### src/rtl/disp_pkg.sv
// Shared definitions for the LED-matrix frame upload path.
// Latency: n/a (types, constants and a helper function only).
// Backpressure: n/a.
package disp_pkg;

  // Frame geometry: 8x8 cells, row-major (row*8+col), 2 bits per cell.
  localparam int CELL_W  = 2;
  localparam int ADDR_W  = 6;
  localparam int N_CELLS = 1 << ADDR_W;

  // Width of the inter-upload gap counter; covers gaps of 1..255 cycles.
  localparam int GAP_W = 8;

  // Colour codes as understood by the matrix driver.
  typedef enum logic [CELL_W-1:0] {
    C_OFF = 2'd0,
    C_RED = 2'd1,
    C_GRN = 2'd2,
    C_ORG = 2'd3
  } cell_e;

  // Upload sequencer states.
  typedef enum logic [1:0] {
    IDLE  = 2'd0,
    FETCH = 2'd1,
    DRAIN = 2'd2,
    GAP   = 2'd3
  } state_e;

  // Two-way round-robin pick: a lone request wins outright; on a tie the
  // requester that was not served last wins. Result is one-hot or zero.
  function automatic logic [1:0] rr_pick(input logic [1:0] req, input logic last_served);
    logic [1:0] pick;
    pick = 2'b00;
    case (req)
      2'b01:   pick = 2'b01;
      2'b10:   pick = 2'b10;
      2'b11:   pick = last_served ? 2'b01 : 2'b10;
      default: pick = 2'b00;
    endcase
    return pick;
  endfunction

endpackage

### src/rtl/disp_upload_sched_rr_arb2.sv
// Two-requester round-robin arbiter with a last-served history bit.
// Latency: grant is combinational from req; history updates on the clock after upd_i.
// Backpressure: none; the caller decides when a grant is taken and when to update.
module rr_arb2
  import disp_pkg::*;
(
  input  logic       clk,
  input  logic       nrst,
  input  logic [1:0] req_i,
  input  logic       upd_i,
  input  logic       upd_id_i,
  output logic [1:0] gnt_o,
  output logic       last_served_o
);

  logic last_served_q;
  logic last_served_d;

  // Record who finished last so the other side wins the next tie.
  always_comb begin
    last_served_d = last_served_q;
    if (upd_i) begin
      last_served_d = upd_id_i;
    end
  end

  // History register; resets to 1 so requester 0 wins the first tie.
  always_ff @(posedge clk or posedge nrst) begin
    if (nrst) begin
      last_served_q <= 1'b1;
    end else begin
      last_served_q <= last_served_d;
    end
  end

  // Combinational one-hot pick for the sequencer to register.
  always_comb begin
    gnt_o = rr_pick(req_i, last_served_q);
  end

  assign last_served_o = last_served_q;

endmodule

### src/rtl/disp_upload_sched.sv
// Arbitrates two frame sources and streams a whole 64-cell frame into the LED driver.
// Latency: gnt/rd_addr=0 one cycle after req seen in IDLE, first beat 2 cycles later, done 66 cycles after grant.
// Backpressure: none on the driver side; requests wait (level) while an upload or its gap is in progress.
module disp_upload_sched
  import disp_pkg::*;
#(
  // Idle cycles between consecutive uploads, 1..255.
  parameter int GAP_CYCLES = 4
)
(
  input  logic              clk,
  input  logic              nrst,
  input  logic [1:0]        req,
  output logic [1:0]        gnt,
  output logic [ADDR_W-1:0] rd_addr,
  input  logic [CELL_W-1:0] rd_data0,
  input  logic [CELL_W-1:0] rd_data1,
  output logic              disp_enable,
  output logic [CELL_W-1:0] disp_data,
  output logic [1:0]        done,
  output logic              busy
);

  localparam logic [ADDR_W-1:0] LAST_ADDR = ADDR_W'(N_CELLS - 1);
  localparam logic [GAP_W-1:0]  GAP_LAST  = GAP_W'(GAP_CYCLES - 1);

  // Sequencer state and registered control outputs.
  state_e              state_q;
  logic [1:0]          gnt_q;
  logic                owner_q;
  logic                busy_q;
  logic [ADDR_W-1:0]   rd_addr_q;
  logic [1:0]          done_q;
  logic                drain_q;
  logic [GAP_W-1:0]    gap_cnt_q;

  // Read / output pipeline.
  logic                rd_vld_q;
  logic                rd_vld_d;
  logic                disp_enable_q;
  logic                disp_enable_d;
  logic [CELL_W-1:0]   disp_data_q;
  logic [CELL_W-1:0]   disp_data_d;

  // Arbiter interface.
  logic [1:0]          arb_gnt;
  logic                arb_upd;
  logic                last_served;

  // History advances in the same cycle that done is raised.
  assign arb_upd = (state_q == DRAIN) && drain_q;

  rr_arb2 u_arb (
    .clk           (clk),
    .nrst          (nrst),
    .req_i         (req),
    .upd_i         (arb_upd),
    .upd_id_i      (owner_q),
    .gnt_o         (arb_gnt),
    .last_served_o (last_served)
  );

  // Upload sequencer: grant, address walk, pipeline drain, inter-frame gap.
  always_ff @(posedge clk or posedge nrst) begin
    if (nrst) begin
      state_q   <= IDLE;
      gnt_q     <= 2'b00;
      owner_q   <= 1'b0;
      busy_q    <= 1'b0;
      rd_addr_q <= '0;
      done_q    <= 2'b00;
      drain_q   <= 1'b0;
      gap_cnt_q <= '0;
    end else begin
      done_q <= 2'b00;
      case (state_q)
        IDLE: begin
          if (|arb_gnt) begin
            gnt_q     <= arb_gnt;
            owner_q   <= arb_gnt[1];
            busy_q    <= 1'b1;
            rd_addr_q <= '0;
            state_q   <= FETCH;
          end
        end
        FETCH: begin
          // Address 63 is presented for one cycle, then held as don't-care.
          if (rd_addr_q == LAST_ADDR) begin
            drain_q <= 1'b0;
            state_q <= DRAIN;
          end else begin
            rd_addr_q <= rd_addr_q + ADDR_W'(1);
          end
        end
        DRAIN: begin
          // Two cycles lets the last read and the output register empty.
          if (drain_q) begin
            done_q[owner_q] <= 1'b1;
            gnt_q           <= 2'b00;
            gap_cnt_q       <= '0;
            state_q         <= GAP;
          end else begin
            drain_q <= 1'b1;
          end
        end
        GAP: begin
          if (gap_cnt_q == GAP_LAST) begin
            busy_q  <= 1'b0;
            state_q <= IDLE;
          end else begin
            gap_cnt_q <= gap_cnt_q + GAP_W'(1);
          end
        end
        default: begin
          state_q <= IDLE;
        end
      endcase
    end
  end

  // Read data is valid the cycle after an address was presented in FETCH;
  // the owner select comes from a register so it is stable for the whole frame.
  always_comb begin
    rd_vld_d      = (state_q == FETCH);
    disp_enable_d = rd_vld_q;
    disp_data_d   = '0;
    if (rd_vld_q) begin
      disp_data_d = owner_q ? rd_data1 : rd_data0;
    end
  end

  // Pipeline registers feeding the driver load port.
  always_ff @(posedge clk or posedge nrst) begin
    if (nrst) begin
      rd_vld_q      <= 1'b0;
      disp_enable_q <= 1'b0;
      disp_data_q   <= '0;
    end else begin
      rd_vld_q      <= rd_vld_d;
      disp_enable_q <= disp_enable_d;
      disp_data_q   <= disp_data_d;
    end
  end

  assign gnt         = gnt_q;
  assign rd_addr     = rd_addr_q;
  assign disp_enable = disp_enable_q;
  assign disp_data   = disp_data_q;
  assign done        = done_q;
  assign busy        = busy_q;

  // Grant never names both sources at once.
  a_gnt_onehot0: assert property (@(posedge clk) disable iff (nrst) $onehot0(gnt_q));

  // A completion pulse only ever names the current owner.
  a_done_owner: assert property (@(posedge clk) disable iff (nrst)
                                 (|done_q) |-> (done_q[last_served] && $onehot(done_q)));

endmodule

### config.mk
export PLATFORM = sky130hd
export DESIGN_NAME = disp_upload_sched
export DESIGN_NICKNAME = d
export VERILOG_FILES = /design/src/rtl/disp_pkg.sv /design/src/rtl/disp_upload_sched_rr_arb2.sv /design/src/rtl/disp_upload_sched.sv
export SDC_FILE = /design/constraint.sdc
export NUM_CORES = 1
export LEC_CHECK = 0
export CORE_MARGIN = 2
export CORE_UTILIZATION = 44
export DETAILED_ROUTE_END_ITERATION = 8
export GPL_TIMING_DRIVEN = 0
export PLACE_DENSITY = 0.79
export SETUP_SLACK_MARGIN = 0.02
export SYNTH_ARGS = -nofsm -noshare
export SYNTH_HDL_FRONTEND = slang
export SYNTH_SLANG_ARGS = --single-unit
### constraint.sdc
create_clock -name clk -period 3.75 [get_ports clk]
set_clock_uncertainty 0.1 [all_clocks]
set_input_delay 0.75 -clock clk [delete_from_list [all_inputs] [get_ports clk]]
set_output_delay 0.75 -clock clk [all_outputs]
set_load 0.02 [all_outputs]
==> impl_results.rst <==
.. list-table::
   :header-rows: 1

   * - Metric
     - Value
   * - Outcome
     - finished, final reports clean
   * - Worst Hold Class
     - register to register
   * - Power density over the cells
     - 688 nW/um^2
   * - Reported net switching power
     - 0.516 mW
   * - Worst path bufs/invs
     - 1
   * - Post-synth top area share
     - 0.442
   * - Launching instance or port of the critical path
     - rd_addr[3]
   * - Total global routing track utilization
     - 0.182
   * - Via count of the first global-routing pass
     - 1279
   * - Synth top cells by count
     - 27 x sky130_fd_sc_hd__dfrtp_1, 11 x sky130_fd_sc_hd__nor2_1, 10 x sky130_fd_sc_hd__nand2_1
   * - Kind of cell with the highest combined delay on the critical path
     - buffers and inverters
   * - Count of port buffers added during placement
     - 21
   * - Top flip-flop cell by instance count after synthesis
     - sky130_fd_sc_hd__dfrtp_1
   * - Initial antenna violation count
     - 0
   * - Number of buffers created by CTS
     - 3
   * - Detailed Routing Iterations Pass 1
     - 5
   * - Leakage component of the power
     - 0.850 nW
   * - Critical Path Start Type
     - register
   * - Final wirelength
     - 3.26 mm
   * - Summed negative setup slack over all endpoints
     - 0 ns
   * - HPWL reported at the end of detailed placement
     - 2.39 mm
   * - Start of the worst register-to-register path
     - gap_cnt_q[0]
   * - Unrepaired setup endpoints after global routing
     - no
   * - Diode count
     - 0
   * - Wire length of the first global-routing pass
     - 5.78 mm
   * - Number of synthesis warnings
     - 0
   * - Post-route standard cell area excluding fillers
     - 1820 um^2
   * - CORE AREA
     - 3340 um^2
   * - Average vias per placed instance
     - 5.60
   * - Gate count of the mapped netlist
     - 154
   * - CTS max path bufs
     - 2
   * - Max-cap violation count
     - 0
   * - Average size of a mapped cell
     - 9.93 um^2
   * - Master cell of the clock root buffer
     - sky130_fd_sc_hd__clkbuf_4
   * - Proportion of layout cells with a drive suffix above 1
     - 0.0503
   * - Kind of critical path
     - register to output port
   * - Cell with the most instances after synthesis
     - sky130_fd_sc_hd__dfrtp_1
   * - Total global routing overflow
     - 0
   * - Placement-stage cell area
     - 1800 um^2
   * - Relative contribution of sequential cells to total power
     - 0.388
   * - Total via count in the routed design
     - 1259
   * - Post-route DRC
     - 0
   * - Starting density of the core
     - 0.458
   * - Max Clock Freq
     - 0.422 GHz
   * - Overall die width
     - 63.0 um
   * - Post-DRT Antenna Nets
     - 0
   * - Max transition margin
     - 0.289
   * - Data required time at the worst endpoint
     - 2.90 ns
   * - Count of hold-fix buffers inserted at cts
     - 0
   * - # fillers
     - 299
   * - Worst-skew pair later-pin latency
     - 0.32 ns
   * - Critical hold path startpoint
     - disp_enable_d
   * - Final hold vios
     - 0
   * - Transition time at the pin with the least slew margin
     - 1.07 ns
   * - Multi-input logic area
     - 763 um^2
   * - Total clock sinks
     - 28
   * - Final worst-path cycle share
     - 0.632
   * - # IOs
     - 22
   * - Data arrival time at the worst-slack endpoint
     - 1.52 ns
   * - Number of synthesized flops with an enable pin
     - 0
   * - Relative contribution of combinational cells to total power
     - 0.512
   * - Largest area contributor in the netlist
     - sky130_fd_sc_hd__dfrtp_1
   * - Die Y
     - 63.0 um
   * - Total die area
     - 3960 um^2
   * - Share of synthesized flip-flops with an asynchronous set or reset
     - 1.00
   * - Worst-path maximum fanout
     - 8
   * - Clock slew at the register clock pins of the worst setup and hold paths
     - 0.14 ns
   * - Routed len/inst
     - 14.5 um
   * - Deepest level of the CTS H-tree
     - 1
   * - Post-synthesis sequential area ratio
     - 0.459
   * - Switching portion of total power
     - 0.412
   * - Kind of end point of the critical path
     - output port
   * - Final Net Count
     - 194
   * - CTS tree
     - built
   * - Cell types occupying the most area after synthesis
     - sky130_fd_sc_hd__dfrtp_1 44%, sky130_fd_sc_hd__ha_1 4.9%, sky130_fd_sc_hd__mux2i_1 3.9%
   * - Stage delay of the slowest cell on the critical path
     - 0.67 ns
   * - Count of instances resized after the clock tree is built
     - 0
   * - Number of cell rows
     - 21
   * - Worst voltage drop across the vdd grid
     - 0.284 mV
   * - Clock network fraction of total power
     - 0.101
   * - Power Internal
     - 0.738 mW
   * - Number of DRC markers in iteration 0
     - 60
   * - Number of endpoints failing setup at the final stage
     - 0
   * - Number of different library cells in the post-synthesis netlist
     - 40
   * - Count of state elements after synthesis
     - 28
   * - Synthesized cell area
     - 1530 um^2
   * - Buffer count from post-CTS setup fixing
     - 0
   * - Minimum period implied by the final worst setup slack
     - 2.37 ns
   * - Slowest cell on the critical path
     - sky130_fd_sc_hd__clkdlybuf4s50_1
   * - Max-slew violation count
     - 0
   * - Sequential cell area in the final layout
     - 702 um^2
   * - Largest net degree at the start of global routing
     - 29
   * - Synthesis-to-finish area growth
     - 19.2%
   * - Number of nets in the synthesized netlist
     - 168
   * - Critical-path cell list
     - clkdlybuf4s50_1
   * - Gpl congestion
     - 0.785
kinds of logic (layout without fill, tap and decap cells):
logic type | Yosys count | after routing | synth area share
simple gates | 52 | 52 | 0.187
fa+ha+maj | 6 | 6 | 0.0491
buf+inv | 15 | 40 | 0.0417
mux | 7 | 7 | 0.0491
xor+xnor | 3 | 3 | 0.0172
flops | 28 | 28 | 0.459
compound gates | 43 | 43 | 0.197
per-stage QoR:
step	utilization	cells	hold slack, ns	worst slack (ns)	total power, mW
floorplan	-	154	0.260	1.58	0.925
global placement	0.538	221	0.270	1.16	1.09
detailed placement	0.538	221	0.299	1.15	1.13
CTS	0.546	225	0.328	1.38	1.26
global route	0.546	225	0.356	1.33	1.36
finish	0.546	225	0.320	1.38	1.25
cell usage in the layout, fill, tap and decap left out, types with 3 or more instances in the layout:
cell,synthesis,layout
sky130_fd_sc_hd__a22o_1,5,5
sky130_fd_sc_hd__mux2i_1,6,6
sky130_fd_sc_hd__nand2_1,10,10
sky130_fd_sc_hd__a21oi_1,9,9
sky130_fd_sc_hd__clkbuf_1,5,6
sky130_fd_sc_hd__clkbuf_4,0,3
sky130_fd_sc_hd__dfrtp_1,27,27
sky130_fd_sc_hd__nor2_1,11,11
sky130_fd_sc_hd__nor2b_1,4,4
sky130_fd_sc_hd__inv_1,9,9
sky130_fd_sc_hd__ha_1,6,6
sky130_fd_sc_hd__nand4_1,3,3
sky130_fd_sc_hd__clkdlybuf4s50_1,0,21
sky130_fd_sc_hd__nor3_1,5,5
sky130_fd_sc_hd__xor2_1,3,3
sky130_fd_sc_hd__o21ai_1,4,4
sky130_fd_sc_hd__nand3_1,4,4
sky130_fd_sc_hd__o21ai_0,8,8
sky130_fd_sc_hd__a21o_1,5,5
path summary, 6_finish.rpt:
path | to | slack, ns | cells past startpoint
worst max register to register | state_q[1] | 1.40 | 6
min in group asynchronous | gap_cnt_q[5] | 0.88 | 2
max in group asynchronous | disp_enable_d | 2.04 | 2
worst min-delay path | disp_enable | 0.32 | 0
worst min register to register | disp_enable | 0.32 | 0
worst max-delay path | rd_addr[3] | 1.38 | 1
cell type report:
cell class                 instances  share of cell area
tap                               46              0.0316
clock buffer                       4              0.0144
inverter                           9              0.0185
multi-input combinational        111               0.419
sequential                        28               0.385
buffer                             6              0.0165
timing repair buffer              21               0.115
power groups by stage:
stage | Clock (mW) | Sequential [mW] | Combinational, mW
after floorplan | 0 | 0.524 | 0.401
after global placement | 0 | 0.483 | 0.610
after detailed placement | 0 | 0.493 | 0.642
after CTS | 0.130 | 0.486 | 0.644
after global routing | 0.143 | 0.503 | 0.713
final | 0.126 | 0.486 | 0.642
metal layers:
layer	up-vias	part of all wire	track usage
met5	-	0	0
met4	0	0.013	0.0611
met3	4	0.034	0.0234
met2	25	0.51	0.314
met1	625	0.44	0.234
li1	605	-	-
registers in the layout (all words and copies together), names as in the netlist:
name	cells
disp_enable_d	1
done	2
disp_enable	1
drain_q	1
busy	1
u_arb.last_served_o	1
disp_data	2
gap_cnt_q	8
gnt	2
owner_q	1
rd_addr	6
state_q	2
Power figures use the tool's default switching activity.
